**config.mk**
```make
export PLATFORM = sky130hd
export DESIGN_NAME = ex_div_flat
export DESIGN_NICKNAME = d
export VERILOG_FILES = /design/src/rtl/ex_div_if.sv /design/src/rtl/ex_div.sv /design/src/flat_wrapper.sv
export SDC_FILE = /design/constraint.sdc
export NUM_CORES = 1
export LEC_CHECK = 0
export BUFFER_PORTS_ARGS = -buffer_cell sky130_fd_sc_hd__buf_2
export CAP_MARGIN = 20
export CORE_MARGIN = 1.5
export CORE_UTILIZATION = 54
export DETAILED_ROUTE_END_ITERATION = 7
export PLACE_DENSITY = 0.83
export SYNTH_ARGS = -nofsm -noshare
export SYNTH_HDL_FRONTEND = slang
export SYNTH_SLANG_ARGS = --single-unit
export TNS_END_PERCENT = 5
```
**constraint.sdc**
```tcl
create_clock -name clk -period 3.3 [get_ports clk]
set_input_delay 0.33 -clock clk [delete_from_list [all_inputs] [get_ports clk]]
set_output_delay 0.33 -clock clk [all_outputs]
set_load 0.02 [all_outputs]
```
**src/rtl/ex_div_if.sv**
```systemverilog
// Handshake and operand bundle between the EX stage and the multi-cycle divider.
// The master side belongs to EX and the slave side belongs to the divider.
interface ex_div_if #(
  parameter int unsigned DATA_W = 32
);
  logic                  signed_div_i;
  logic [DATA_W-1:0]     opdata1_i;
  logic [DATA_W-1:0]     opdata2_i;
  logic                  start_i;
  logic                  annul_i;
  logic [2*DATA_W-1:0]   result_o;
  logic                  ready_o;

  modport master (
    output signed_div_i,
    output opdata1_i,
    output opdata2_i,
    output start_i,
    output annul_i,
    input  result_o,
    input  ready_o
  );

  modport slave (
    input  signed_div_i,
    input  opdata1_i,
    input  opdata2_i,
    input  start_i,
    input  annul_i,
    output result_o,
    output ready_o
  );
endinterface

```
**src/rtl/ex_div.sv**
```systemverilog
// Restoring shift-subtract DIV/DIVU unit beside EX: one quotient bit per cycle,
// result {remainder, quotient} held until EX drops start_i.
module ex_div #(
  parameter int unsigned DATA_W = 32
) (
  input  logic        clk,
  input  logic        rst,
  ex_div_if.slave     bus
);

  localparam int unsigned CNT_W = $clog2(DATA_W + 1);

  typedef enum logic [1:0] {
    S_FREE,
    S_BYZERO,
    S_ON,
    S_END
  } state_t;

  state_t                r_state;
  state_t                w_state_nxt;
  logic [CNT_W-1:0]      r_cnt;
  logic [CNT_W-1:0]      w_cnt_nxt;
  logic [2*DATA_W:0]     r_work;
  logic [2*DATA_W:0]     w_work_nxt;
  logic [DATA_W-1:0]     r_abs2;
  logic [DATA_W-1:0]     w_abs2_nxt;
  logic                  r_negq;
  logic                  w_negq_nxt;
  logic                  r_negr;
  logic                  w_negr_nxt;
  logic [2*DATA_W-1:0]   r_result;
  logic [2*DATA_W-1:0]   w_result_nxt;
  logic                  r_ready;
  logic                  w_ready_nxt;

  logic [DATA_W-1:0]     w_abs1;
  logic [DATA_W-1:0]     w_abs2;
  logic [DATA_W:0]       w_trial;
  logic [DATA_W-1:0]     w_quot;
  logic [DATA_W-1:0]     w_rem;
  logic [DATA_W-1:0]     w_quot_fix;
  logic [DATA_W-1:0]     w_rem_fix;
  logic                  w_accept;

  // Magnitudes are taken only for DIV; DIVU operands pass through untouched.
  always_comb begin
    w_abs1 = bus.opdata1_i;
    w_abs2 = bus.opdata2_i;
    if (bus.signed_div_i && bus.opdata1_i[DATA_W-1]) w_abs1 = -bus.opdata1_i;
    if (bus.signed_div_i && bus.opdata2_i[DATA_W-1]) w_abs2 = -bus.opdata2_i;
  end

  // Work register layout: remainder in [2W:W+1], quotient bits shift into [W-1:0].
  always_comb begin
    w_trial    = {1'b0, r_work[2*DATA_W-1:DATA_W]} - {1'b0, r_abs2};
    w_quot     = r_work[DATA_W-1:0];
    w_rem      = r_work[2*DATA_W:DATA_W+1];
    w_quot_fix = r_negq ? -w_quot : w_quot;
    w_rem_fix  = r_negr ? -w_rem  : w_rem;
    w_accept   = bus.start_i && !bus.annul_i;
  end

  always_ff @(posedge clk) begin
    if (rst) begin
      r_state  <= S_FREE;
      r_cnt    <= '0;
      r_work   <= '0;
      r_abs2   <= '0;
      r_negq   <= 1'b0;
      r_negr   <= 1'b0;
      r_result <= '0;
      r_ready  <= 1'b0;
    end else begin
      r_state  <= w_state_nxt;
      r_cnt    <= w_cnt_nxt;
      r_work   <= w_work_nxt;
      r_abs2   <= w_abs2_nxt;
      r_negq   <= w_negq_nxt;
      r_negr   <= w_negr_nxt;
      r_result <= w_result_nxt;
      r_ready  <= w_ready_nxt;
    end
  end

  always_comb begin
    w_state_nxt  = r_state;
    w_cnt_nxt    = r_cnt;
    w_work_nxt   = r_work;
    w_abs2_nxt   = r_abs2;
    w_negq_nxt   = r_negq;
    w_negr_nxt   = r_negr;
    w_result_nxt = r_result;
    w_ready_nxt  = r_ready;

    unique case (r_state)
      S_FREE: begin
        w_result_nxt = '0;
        w_ready_nxt  = 1'b0;
        w_cnt_nxt    = '0;
        if (w_accept) begin
          w_abs2_nxt = w_abs2;
          w_negq_nxt = bus.signed_div_i &&
                       (bus.opdata1_i[DATA_W-1] ^ bus.opdata2_i[DATA_W-1]);
          w_negr_nxt = bus.signed_div_i && bus.opdata1_i[DATA_W-1];
          w_work_nxt = {{DATA_W{1'b0}}, w_abs1, 1'b0};
          if (bus.opdata2_i == '0) w_state_nxt = S_BYZERO;
          else                     w_state_nxt = S_ON;
        end
      end

      S_BYZERO: begin
        if (bus.annul_i) begin
          w_state_nxt = S_FREE;
        end else begin
          w_result_nxt = '0;
          w_ready_nxt  = 1'b1;
          w_state_nxt  = S_END;
        end
      end

      S_ON: begin
        if (bus.annul_i) begin
          w_state_nxt  = S_FREE;
          w_cnt_nxt    = '0;
          w_result_nxt = '0;
          w_ready_nxt  = 1'b0;
        end else if (r_cnt != CNT_W'(DATA_W)) begin
          if (w_trial[DATA_W]) w_work_nxt = {r_work[2*DATA_W-1:0], 1'b0};
          else                 w_work_nxt = {w_trial[DATA_W-1:0], r_work[DATA_W-1:0], 1'b1};
          w_cnt_nxt = r_cnt + 1'b1;
        end else begin
          w_result_nxt = {w_rem_fix, w_quot_fix};
          w_ready_nxt  = 1'b1;
          w_cnt_nxt    = '0;
          w_state_nxt  = S_END;
        end
      end

      S_END: begin
        if (!bus.start_i) begin
          w_result_nxt = '0;
          w_ready_nxt  = 1'b0;
          w_state_nxt  = S_FREE;
        end
      end

      default: w_state_nxt = S_FREE;
    endcase
  end

  assign bus.result_o = r_result;
  assign bus.ready_o  = r_ready;

endmodule

```
**src/flat_wrapper.sv**
```systemverilog
// flat-port wrapper written by rule: the top's interface ports become plain ports
module ex_div_flat 
#(
  parameter int unsigned DATA_W = 32
)
  (clk, rst, bus_signed_div_i, bus_opdata1_i, bus_opdata2_i, bus_start_i, bus_annul_i, bus_result_o, bus_ready_o);
  ex_div_if #(.DATA_W(DATA_W)) bus_i ();
  input  logic clk;
  input  logic rst;
  input wire logic [$bits(bus_i.signed_div_i)-1:0] bus_signed_div_i;
  input wire logic [$bits(bus_i.opdata1_i)-1:0] bus_opdata1_i;
  input wire logic [$bits(bus_i.opdata2_i)-1:0] bus_opdata2_i;
  input wire logic [$bits(bus_i.start_i)-1:0] bus_start_i;
  input wire logic [$bits(bus_i.annul_i)-1:0] bus_annul_i;
  output wire logic [$bits(bus_i.result_o)-1:0] bus_result_o;
  output wire logic [$bits(bus_i.ready_o)-1:0] bus_ready_o;
  assign bus_i.signed_div_i = bus_signed_div_i;
  assign bus_i.opdata1_i = bus_opdata1_i;
  assign bus_i.opdata2_i = bus_opdata2_i;
  assign bus_i.start_i = bus_start_i;
  assign bus_i.annul_i = bus_annul_i;
  assign bus_result_o = bus_i.result_o;
  assign bus_ready_o = bus_i.ready_o;
  ex_div #(.DATA_W(DATA_W)) u_core (.clk(clk), .rst(rst), .bus(bus_i));
endmodule
```
==> flow_summary.yaml, run 1 <==
pwr:
  power_frac_seq_pct: 33.6
  internal_power_uw: 4400
  peakVddDrop_mv: 0.463
  p_leak_uw: 0.00496
  netSwitchingFraction_pct: 40.6
  power_frac_comb_pct: 40.0
  powerDensity_nw_per_um2: 593
  p_total_uw: 7400
  p_clk_share_pct: 26.3
  power.switching_uw: 3000
synth:
  avgSynthCellArea_um2: 7.63
  synth_area_leaders: "dfxtp_1, nand2_1, xnor2_1, o21ai_0, xor2_1"
  ys.flop_type: "dfxtp_1"
  synth_edf_count: 0
  async_flop_share_pct: 0
  syn-cell-area_um2: 10900
  syn-num-nets: 1546
  ys_types: 64
  ys_seq_area_share_pct: 31.5
  synth_warnings: 0
  yosysTopAreaCell: "dfxtp_1"
  ys_ff_latch: 172
  synth_top_area_share_pct: 31.5
  synth_cells: 1433
critical_path:
  cp_num_buf_inv: 2
  startpoint_type: "register"
  regToRegSetupSlack_ps: 160
  required_ps: 3600
  slowest_stage: "a311oi_2"
  reg2reg_depth: 12
  endpoint_kind: "register"
  path_cells: "inv_1 -> ha_1 -> fa_1 -> nand2b_1 -> a21oi_2 -> o2111ai_2 -> a311oi_2 -> a41oi_2 -> o21ai_2 -> buf_12 -> mux2i_1 -> o21ai_0"
  cp_top_family: "compound AO/OA/AOI/OAI gates"
  rr_startpoint: "u_core.r_work[32]"
  reg2reg_to: "u_core.r_work[41]"
  slowest_delay_ps: 430
  cp.arrival_ps: 3440
  cp_max_fo: 27
  path_class: "register to register"
clocking:
  cts.clk_slew.worst_paths_ps: 70
  clockBufferDepth: 2
  clock-sinks: 172
  h-tree-depth: 4
  cts-root-buf: "clkbuf_16"
  insertion_delay_ps: 440
  cts_made_buffers: 17
  cts_setup_buffers: 0
  tritoncts: "done"
die:
  ioPinCount: 134
  die_h_um: 145
  row_count: 51
  coreArea_um2: 19700
  initial_utilization_pct: 55.7
  die_w_um: 145
  dieArea_um2: 21100
timing:
  fin_ws_ps: 163
  worst_slew_pin_slew_ps: 751
  maxSlewHeadroom_pct: 49.9
  hold_ws_ps: 213
  skew_ps: 7.98
  fin_crit_sh_pct: 95.1
  drv_slew: 0
  finalHoldViolCount: 0
  fmax_ghz: 0.319
  setup_viol: 0
  rsz0062_at_grt: "no"
  fin_tns_setup_ps: 0
  fin_crit_ps: 3140
hold_path:
  min_from: "bus_opdata2_i[14]"
  holdPathStages: 3
  hold_class: "input port to register"
  hold_end: "u_core.r_abs2[14]"
route:
  first_iter_violations: 898
  ant_nets: 0
  firstDrtPassIters: 7
  wl_per_cell_um: 16.1
  drc: 0
  vias: 10700
  viasPerCell: 5.89
  wirelength_um: 29300
global_routing:
  use_met1_pct: 37.0
  grt_pass1_wl_um: 48500
  antenna_found_initial: 0
  use_met2_pct: 44.4
  grt_max_degree: 61
  grt_util_met3_pct: 4.56
  grt_pass1_vias: 9927
  grt-ovfl-total: 0
  grtUsageTotal_pct: 27.7
  grt_busiest_layer: "met2"
finish:
  area_growth_pct: 14.1
  fillers: 1726
  finalNonFillerCells: 1815
  drive_above_1_share_pct: 14.6
  antenna_cells: 0
  nets: 1650
job:
  max_cap_violations: 0
placement:
  pre_cts_ws_ps: 107
  gp_congestion: 0.965
  portBuffers: 133
  dp.cells: 1783
  hpwlAfterDp_um: 21900
run_status:
  status: "completed"
## cells by family (layout without fill, tap and decap cells)
kind of cell	Yosys count	in the layout	synth area share, %
adder cells (fa/ha/maj)	44	44	5.10
XOR/XNOR	143	143	11.5
buffers and inverters	135	252	4.85
multiplexers	32	32	2.93
AND/OR/NAND/NOR	493	493	20.4
flip-flops	172	172	31.5
AO/OA/AOI/OAI	414	414	23.8
## power groups by stage
stage / logic [uW] / registers [uW] / clock network [uW]
after global placement: 2840 / 2520 / 0
after detailed placement: 2870 / 2530 / 0
final: 2960 / 2490 / 1950
after floorplan: 2160 / 2470 / 0
after global routing: 3270 / 2520 / 2080
after CTS: 2900 / 2480 / 1970
## worst register-to-register path: cells and delay by family, from the launching register on
kind | cells | cell delay [ps]
flops | 1 | 310
simple gates | 1 | 200
buf+inv | 2 | 290
mux | 1 | 240
compound gates | 6 | 1340
fa+ha+maj | 2 | 610
## placed cells by master (no fill, tap or decap), types with 6 or more instances in the layout
master	count
a211oi_1	35
a21o_1	13
a21oi_1	104
a22oi_1	25
a311oi_1	6
a31oi_1	8
a32oi_1	8
and2_1	11
and3_1	8
buf_2	132
buf_4	32
clkbuf_16	17
dfxtp_1	172
ha_1	42
inv_1	55
mux2i_1	32
nand2_1	194
nand2b_1	10
nand3_1	18
nor2_1	144
nor2b_1	10
nor3_1	31
nor4_1	12
o21ai_0	131
o31ai_1	24
o41ai_1	15
or2_2	8
or3_1	15
or4_1	8
xnor2_1	75
xor2_1	68
## synth_stat cells, types with 3 or more instances
library cell    n
a211oi_1       35
a21boi_0        5
a21o_1         13
a21oi_1       105
a22o_1          4
a22oi_1        25
a311oi_1        6
a31oi_1         8
a32oi_1         8
a41oi_1         3
and2_1         11
and3_1          8
buf_1           4
clkbuf_1       71
dfxtp_1       172
ha_1           43
inv_1          55
mux2i_1        32
nand2_1       195
nand2b_1       10
nand3_1        18
nand4_1         4
nor2_1        146
nor2b_1        10
nor3_1         31
nor3b_1         4
nor4_1         12
o211ai_1        3
o21a_1          5
o21ai_0       131
o21ai_1         3
o22ai_1         3
o31ai_1        24
o41ai_1        15
or2_2           8
or3_1          15
or3_4           3
or4_1           8
or4_4           3
xnor2_1        75
xor2_1         68
## layout make-up
cell class | count | area, um^2 | share of cell area [%]
clock buffer | 18 | 439 | 3.52
inverter | 55 | 206 | 1.65
tap | 265 | 332 | 2.66
timing repair buffer | 165 | 921 | 7.38
clock inverter | 14 | 133 | 1.06
sequential | 172 | 3440 | 27.6
multi-input combinational | 1126 | 7010 | 56.2
## worst max path at each step
| stage | start | end | slack, ps | depth (start not counted) |
|---|---|---|---|---|
| finish | u_core.r_work[32] | u_core.r_work[41] | 160 | 12 |
| global route | u_core.r_work[32] | u_core.r_work[37] | 20 | 12 |
| CTS | u_core.r_work[32] | u_core.r_work[64] | 70 | 11 |
| detailed placement | u_core.r_work[32] | u_core.r_work[63] | 110 | 12 |
| global placement | u_core.r_work[32] | u_core.r_work[64] | 170 | 11 |
| floorplan | u_core.r_work[32] | u_core.r_work[38] | 100 | 12 |
## metal layers
layer  part of all wire [%]  vias to the layer above  routed length [um]
li1                       -                     5270                   -
met1                     45                     4953               13100
met2                     46                      407               13400
met3                    6.5                       61                1890
met4                    2.8                        0                 823
met5                      0                        -                   0
## metrics by stage
step	utilization, %	area (um^2)
CTS	63.4	12500
finish	63.5	12500
global route	63.5	12500
global placement	60.5	11900
floorplan	-	10900
detailed placement	60.5	11900
## repair_timing
action	in CTS	in global routing
resized for setup	0	5
hold endpoints to repair	0	0
hold buffers	0	0
endpoints found under the setup margin	0	32
## registers in the layout, indices dropped and copies added, names as in the netlist
register	cells
u_core.r_state	2
u_core.r_negq	1
u_core.bus.ready_o	1
u_core.r_work	65
u_core.bus.result_o	64
u_core.r_abs2	32
u_core.r_negr	1
u_core.r_cnt	6
Power figures use the tool's default switching activity.
==> run 2: changes to the inputs <==
==> constraint.sdc (replaced) <==
create_clock -name clk -period 3.3 [get_ports clk]
set_input_delay 0 -clock clk [delete_from_list [all_inputs] [get_ports clk]]
set_output_delay 0 -clock clk [all_outputs]
set_load 0.02 [all_outputs]
==> flow_summary.yaml, run 2 (same netlist as run 1, synthesis figures left out) <==
die:
  initial_utilization_pct: 55.7
  die_h_um: 145
  dieArea_um2: 21100
  die_w_um: 145
  row_count: 51
  coreArea_um2: 19700
  ioPinCount: 134
global_routing:
  grt-ovfl-total: 0
  grt_max_degree: 62
  grt_pass1_wl_um: 50100
  grt_pass1_vias: 10100
  antenna_found_initial: 1
  grtUsageTotal_pct: 28.5
critical_path:
  required_ps: 3660
  cp_max_fo: 4
  path_cells: "inv_1 -> ha_1 -> fa_2 -> nand2b_1 -> a21oi_2 -> o2111ai_2 -> a311oi_2 -> a41oi_2 -> buf_4 -> o21a_1 -> a221o_1 -> nor3_2"
  slowest_delay_ps: 440
  slowest_stage: "a311oi_2"
  startpoint_type: "register"
  path_class: "register to register"
  endpoint_kind: "register"
  cp.arrival_ps: 3540
timing:
  maxSlewHeadroom_pct: 48.2
  fmax_ghz: 0.315
  worst_slew_pin_slew_ps: 777
  fin_ws_ps: 123
  skew_ps: 9.02
  rsz0062_at_grt: "yes"
  setup_viol: 0
  hold_ws_ps: 6.07
  fin_crit_sh_pct: 96.3
  drv_slew: 0
  fin_tns_setup_ps: 0
  finalHoldViolCount: 0
  fin_crit_ps: 3180
finish:
  fillers: 1667
  drive_above_1_share_pct: 14.4
  mostFrequentLayoutCell: "nand2_1"
  antenna_cells: 0
  nets: 1685
  regMostFlops: "u_core.r_work"
  final_cell_mix: "nand2_1, dfxtp_1, nor2_1, buf_2, o21ai_0"
  largest_reg_flops: 65
  fin_area_um2: 12900
  area_growth_pct: 17.9
pwr:
  peakVddDrop_mv: 0.422
  p_leak_uw: 0.00514
  powerDensity_nw_per_um2: 593
route:
  ant_nets: 0
  viasPerCell: 5.86
  firstDrtPassIters: 6
  drc: 0
  wirelength_um: 30500
  first_iter_violations: 826
  vias: 10800
  wl_per_cell_um: 16.5
clocking:
  cts-root-buf: "clkbuf_16"
  h-tree-depth: 4
  insertion_delay_ps: 430
  tritoncts: "done"
  clock-sinks: 172
  cts.clk_slew.worst_paths_ps: 70
  cts_made_buffers: 17
  clockBufferDepth: 2
hold_path:
  hold_class: "input port to register"
placement:
  hpwlAfterDp_um: 21800
  pre_cts_ws_ps: 37.9
  placed_area_um2: 11900
  portBuffers: 133
  gp_congestion: 0.912
job:
  max_cap_violations: 0
run_status:
  status: "completed"
-- run 2: report_power, final --
| part | total, uW | internal (uW) | leakage, uW | switching [uW] |
|---|---|---|---|---|
| logic | 3060 | 1160 | 0.00344 | 1900 |
| clock network | 2100 | 1200 | 0.000306 | 898 |
| registers | 2490 | 2270 | 0.00139 | 217 |
-- run 2: worst max-delay path, delay by kind of cell, from the launching register on --
family	cells	cell delay, ps
AOI/OAI and AO/OA	6	1620
DFF	1	310
and+or+nand+nor	2	360
buffers and inverters	2	260
adders and majority gates	2	550
-- run 2: metal layers --
layer / routed length [um] / global-route usage [%] / up-vias
met5: 12 / 0 / -
met4: 945 / 11.1 / 2
li1: - / - / 5338
met1: 13600 / 37.7 / 5046
met3: 1750 / 4.09 / 79
met2: 14200 / 46.8 / 372
-- run 2: area by class of cell --
type / instances / area (um^2) / area share (%)
clock buffers: 20 / 467 / 3.62
clock inverters: 12 / 149 / 1.16
inverters: 55 / 206 / 1.60
multi-input cells: 1126 / 7010 / 54.4
flip-flops and latches: 172 / 3440 / 26.7
well taps: 265 / 332 / 2.57
repair buffers: 200 / 1280 / 9.93
-- run 2: stage by stage --
step	cells	power, uW	util (%)
2_1_floorplan	1433	4630	-
3_3_place_gp	1781	5340	60.5
3_5_place_dp	1781	5400	60.5
4_1_cts	1846	7550	65.3
5_1_grt	1850	8100	65.6
6_report	1850	7650	65.6
-- run 2: final timing paths --
| path | end | slack (ps) | start | cells after the start |
|---|---|---|---|---|
| worst max-delay path | u_core.r_work[64] | 120 | u_core.r_work[32] | 12 |
| worst min-delay path | u_core.r_abs2[9] | 6 | bus_opdata2_i[9] | 3 |
| worst max register to register | u_core.r_work[64] | 120 | u_core.r_work[32] | 12 |
| worst min register to register | u_core.bus.result_o[58] | 450 | u_core.bus.result_o[58] | 2 |
-- run 2: what timing repair did --
| item | in CTS | in global routing |
|---|---|---|
| endpoints found under the setup margin | 21 | 33 |
| setup buffers | 1 | 4 |
| gates resized for setup | 0 | 7 |
| pin swaps | 1 | 5 |
| hold buffers | 32 | 0 |
| endpoints found under the hold margin | 31 | 0 |
| gates cloned | 0 | 0 |
